<file path="config.mk">
export PLATFORM = sky130hd
export DESIGN_NAME = paper_cpu_sequencer
export DESIGN_NICKNAME = d
export VERILOG_FILES = /design/src/rtl/paper_cpu_sequencer.sv
export SDC_FILE = /design/constraint.sdc
export NUM_CORES = 1
export LEC_CHECK = 0
export CELL_PAD_IN_SITES_DETAIL_PLACEMENT = 1
export CELL_PAD_IN_SITES_GLOBAL_PLACEMENT = 1
export CORE_MARGIN = 8
export CORE_UTILIZATION = 38
export DETAILED_ROUTE_END_ITERATION = 10
export HOLD_SLACK_MARGIN = 0.12
export PLACE_DENSITY_LB_ADDON = 0.15
export SYNTH_ARGS = -nofsm -noshare
export SYNTH_HDL_FRONTEND = slang
export SYNTH_SLANG_ARGS = --single-unit
</file>
<file path="constraint.sdc">
create_clock -name clk -period 2.8 [get_ports clk]
set_input_delay 0.28 -clock clk [delete_from_list [all_inputs] [get_ports clk]]
set_output_delay 0.28 -clock clk [all_outputs]
set_load 0.01 [all_outputs]
</file>
<file path="src/rtl/paper_cpu_sequencer.sv">
// Fetch/execute controller for the paper processor: INC / JNO / HLT against an accumulator.
// Optional single-step gating of FETCH via PAPER_CPU_SINGLE_STEP_EN (adds the step input).
module paper_cpu_sequencer #(
  parameter int unsigned ACC_WIDTH  = 4,
  parameter int unsigned ADDR_WIDTH = 2
) (
  input  logic                  clk,
  input  logic                  reset,
  input  logic                  run,
`ifdef PAPER_CPU_SINGLE_STEP_EN
  input  logic                  step,
`endif
  output logic [ADDR_WIDTH-1:0] instr_addr,
  input  logic [1:0]            instr_data,
  output logic [ACC_WIDTH-1:0]  acc,
  output logic                  ovf,
  output logic [ADDR_WIDTH-1:0] pc,
  output logic                  halted,
  output logic                  illegal
);

  typedef enum logic [2:0] {StIdle, StFetch, StExec, StOperand, StHalt} state_e;

  localparam logic [1:0] OpInc = 2'b00;
  localparam logic [1:0] OpJno = 2'b01;
  localparam logic [1:0] OpHlt = 2'b10;

  state_e                  state_q, state_d;
  logic [ADDR_WIDTH-1:0]   pc_q, pc_d;
  logic [ACC_WIDTH-1:0]    acc_q, acc_d;
  logic                    ovf_q, ovf_d;
  logic                    halted_q, halted_d;
  logic                    illegal_q, illegal_d;
  logic [1:0]              ir_q, ir_d;
  logic [ACC_WIDTH:0]      acc_inc;
  logic [ADDR_WIDTH-1:0]   pc_inc;
  logic                    fetch_go;

  assign acc_inc = {1'b0, acc_q} + (ACC_WIDTH+1)'(1);
  assign pc_inc  = pc_q + ADDR_WIDTH'(1);

`ifdef PAPER_CPU_SINGLE_STEP_EN
  assign fetch_go = run & step;
`else
  assign fetch_go = run;
`endif

  always_comb begin
    state_d   = state_q;
    pc_d      = pc_q;
    acc_d     = acc_q;
    ovf_d     = ovf_q;
    halted_d  = halted_q;
    illegal_d = illegal_q;
    ir_d      = ir_q;
    case (state_q)
      StIdle: begin
        if (run) state_d = StFetch;
      end
      StFetch: begin
        if (fetch_go) begin
          ir_d    = instr_data;
          pc_d    = pc_inc;
          state_d = StExec;
        end
      end
      StExec: begin
        case (ir_q)
          OpInc: begin
            acc_d   = acc_inc[ACC_WIDTH-1:0];
            ovf_d   = acc_inc[ACC_WIDTH];
            state_d = StFetch;
          end
          OpJno: state_d = StOperand;
          OpHlt: begin
            halted_d = 1'b1;
            state_d  = StHalt;
          end
          default: begin
            illegal_d = 1'b1;
            halted_d  = 1'b1;
            state_d   = StHalt;
          end
        endcase
      end
      StOperand: begin
        // Taken jump loads the operand; otherwise step over the operand word.
        pc_d    = ovf_q ? pc_inc : ADDR_WIDTH'(instr_data);
        state_d = StFetch;
      end
      StHalt: state_d = StHalt;
      default: state_d = StIdle;
    endcase
  end

  always_ff @(posedge clk) begin
    if (reset) begin
      state_q   <= StIdle;
      pc_q      <= '0;
      acc_q     <= '0;
      ovf_q     <= 1'b0;
      halted_q  <= 1'b0;
      illegal_q <= 1'b0;
      ir_q      <= 2'b00;
    end else begin
      state_q   <= state_d;
      pc_q      <= pc_d;
      acc_q     <= acc_d;
      ovf_q     <= ovf_d;
      halted_q  <= halted_d;
      illegal_q <= illegal_d;
      ir_q      <= ir_d;
    end
  end

  assign instr_addr = pc_q;
  assign pc         = pc_q;
  assign acc        = acc_q;
  assign ovf        = ovf_q;
  assign halted     = halted_q;
  assign illegal    = illegal_q;

endmodule

</file>
Word-level counts from Yosys, hierarchy flattened
Index checks and enable logic that the tools add are counted. Widths: inputs -> output; s select.

Register bits after elaboration: 14. Bits of input ports: 5. Output and inout bits: 11. Word-level logic and storage cells: 37.

Add/subtract/negate cells: 2. Equality and inequality tests: 8. Muxes and demuxes: 7. Bitwise operators: 2. Reduce and logical (&&, ||, !) cells: 11.

Operators with widths (number): $pmux 3 s5 (1); $reduce_and 2->1 (6); $eq 3x2->1 const B (2); $mux 3 (2); $pmux 3 s2 (1); $add 4x1->5 const B (1); $mux 2 (2); $ne 2x2->1 const B (2); $pmux 2 s2 (1); $eq 3x1->1 const B (1); $eq 3x3->1 const B (1); $logic_not 3->1 (1); $reduce_or 3->1 (1); $add 2x1->2 const B (1); $eq 2x1->1 const B (1); $eq 2x2->1 const B (1); $logic_not 2->1 (1); $not 1->1 (2); $reduce_bool 2->1 (1); $reduce_or 2->1 (1).

Depth between registers and ports, before layout
Depth in word-level cells: 4. Depth in mapped cells: 5. Depth with buffers taken out: 4.

Worst setup path before layout
No wires, ideal clock.

Path type: register to register. Start: register state_q[0]. End: register acc_q[3], in the netlist acc[3]. Library setup time: 71 ps. Data arrival time: 1614 ps. Required time: 2729 ps. Slack: 1115 ps. Stages on the path, launching flop included: 6. Buffers on the path: 2. Period minus slack after synthesis: 1685 ps. Cells stage by stage: dfxtp_1 buf_6 or4b_1 buf_2 or4_1 a21oi_1.

Longest elaborated chain between the ends: 2.

Ends and longest elaborated chain: start: declaration (line 28) `state_e state_q, state_d;`; start signal: assignment (line 98) `state_q <= StIdle;`; start signal: assignment (line 106) `state_q <= state_d;`; $eq 3x2->1 (line 56) `case (state_q)`; $reduce_and 2->1 (no source line); end signal: assignment (line 100) `acc_q <= '0;`; end signal: assignment (line 108) `acc_q <= acc_d;`; end: declaration (line 30) `logic [ACC_WIDTH-1:0] acc_q, acc_d;`.

No other way between the ends. A chain may end at the register's enable or synchronous reset.

Final worst setup path
Start: register state_q[1]. End: register acc_q[3], in the netlist acc[3].

Same word-level chain as after synthesis.

==> reports/metrics.cfg <==
[grt]
grt_overflow=0
grt_pass1_vias=624
track_usage_pct=10.6
grt_pass1_wl_um=2820
antenna_found_initial=0
grt_max_degree=18

[timing]
finalHoldViolations=0
finalClockSkew_ns=0.00445
rsz0062_at_grt=no
maxSlewViolCount=0
min_period_ns=1.85
slew_headroom_pct=60.9
post-route-period-util_pct=66.2
tightest_slew_ns=0.584
setup_tns_ns=0
max_freq_ghz=0.539
setup_violations=0

[layout]
final_nets=95
final_cell_count_no_fill=113
multi_input_area_um2=354
mostFrequentLayoutCells=15 x clkdlybuf4s50_1, 14 x dfxtp_1, 7 x nor2_1
fillers=214
syn_to_final_growth_pct=25.3
mostFrequentLayoutCell=clkdlybuf4s50_1
n_antenna_cell=0
layout-drive-gt1-share_pct=5.68
register_area_um2=280
utilization_pct=50.2

[synth]
ys_warn_count=0
synth_top_family_by_area=simple AND/OR/NAND/NOR gates
synth_compound_area_share_pct=17.0
avgSynthCellArea_um2=9.10
synth.area.mux_share_pct=5.79
ys_async_sr_fraction_pct=0
synth_edf_count=0
yosys.area_share.simple_pct=26.6
synth_fa_ha_area_share_pct=1.81
syn_inst=76
synth_fp_nets=82
syn-cell-area_um2=692
ys_ff_latch=14
yosysSeqAreaShare_pct=40.5
synth_ff_type=dfxtp_1
synth_xor_area_share_pct=0
ys_types=30

[outcome]
status=finished, final reports clean

[clock_network]
cts_tree=done
holdBufCountCts=0
cts.sinks=14
htreeDepth=1
post-cts-setup-buffers=0
cts.path.max_buffers=2
clk_pin_slew_ns=0.09
insertion_delay_ns=0.28
cts.repair.resized=0
clockRootBuffer=clkbuf_4
numCtsBuffers=3

[worst_setup_path]
worst-path-max-fanout=13
required_ns=3.01
crit_slowest_cell=or4b_1
cpPeakStageDelay_ns=0.58
arrival_ns=2.06
startpoint_type=flip-flop
path_class=flip-flop to flip-flop
crit_path_end_kind=flip-flop
cp_cell_sequence=or4b_1, or4_1, a21oi_1

[detailed_routing]
routedWlPerCell_um=14.3
drtIter0Drc=4
viasPerCell=5.42
drt_first_pass_iters=4
ant_nets=0
routed_wirelength_um=1610
vias=612
drc=0

[power_and_ir_drop]
p_per_area_mw_per_mm2=465
ir_worst_vdd_uv=252
p_leak_uw=0.000290

[die]
coreArea_mm2=0.00173
die-area_mm2=0.00344
initial_utilization_pct=40.1
die_x_um=58.7
die_y_um=58.7
rows=15
io_pins=16

[min_path]
hold_class=flip-flop to flip-flop

[job]
max_cap_violations=0

[placement]
dp_cells=109
gp_routability_congestion=0.774
port_buffers=15
place_hpwl_um=1160

## kinds of logic (layout without fill, tap and decap cells)
| group | after synthesis | count (layout) |
|---|---|---|
| adder cells (fa/ha/maj) | 1 | 1 |
| AND/OR/NAND/NOR | 28 | 28 |
| flip-flops | 14 | 14 |
| AO/OA/AOI/OAI | 18 | 18 |
| multiplexers | 4 | 4 |
| buffers and inverters | 11 | 23 |
## flip-flops by register name, indices dropped and copies added (netlist names)
signal      flops
acc             4
state_q         3
instr_addr      2
ir_q            2
halted          1
illegal         1
ovf             1
## per-layer routing
layer,part of all wire [%],vias up,GRT usage (%)
li1,-,304,-
met1,46,292,11.9
met2,46,12,16.9
met3,6.0,4,4.13
met4,1.4,0,6.14
met5,0,-,0
## final cells by class
class,count,area share [%]
Tap cell,25,3.61
Timing Repair Buffer,15,17.3
Inverter,4,1.73
Multi-Input combinational cell,51,40.8
Sequential cell,14,32.3
Clock buffer,4,4.18
## synth_stat cells (all sizes together) (2+ instances only)
master | n | area, um2
inv | 4 | 15.0
buf | 4 | 31.3
or3 | 2 | 12.5
a31oi | 3 | 18.8
dfxtp | 14 | 280
clkbuf | 3 | 11.3
nand2b | 4 | 25.0
a21oi | 6 | 30.0
mux2i | 4 | 40.0
nor2 | 7 | 26.3
nor3 | 2 | 10.0
o31ai | 3 | 22.5
or4 | 3 | 22.5
and3b | 3 | 26.3
## critical path, delay by kind of cell, from the launching register on
kind             cells  cell delay, ns
AO/OA/AOI/OAI        1            0.14
flip-flops           1            0.55
AND/OR/NAND/NOR      2            1.09
## final timing paths
path         endpoint  depth (start not counted)  slack [ns]       start
max            acc[3]                          3        0.95  state_q[1]
min            halted                          2        0.49      halted
max reg2reg    acc[3]                          3        0.95  state_q[1]
min reg2reg    halted                          2        0.49      halted
## metrics by stage
| stage | cell area [um2] | power (uW) | setup slack, ns | hold slack [ns] |
|---|---|---|---|---|
| 2_1_floorplan | 692 | 246 | 1.12 | 0.398 |
| 3_3_place_gp | 831 | 260 | 1.04 | 0.473 |
| 3_5_place_dp | 831 | 262 | 0.984 | 0.476 |
| 4_1_cts | 867 | 411 | 0.961 | 0.500 |
| 5_1_grt | 867 | 428 | 0.809 | 0.526 |
| 6_report | 867 | 403 | 0.946 | 0.491 |
## power by group
part	switching, uW	total [uW]	internal [uW]
registers	9.90	214	205
clock network	66.6	146	79.1
logic	20.0	43.0	23.0
total	96.5	403	307
(Power assumes the default switching activity.)
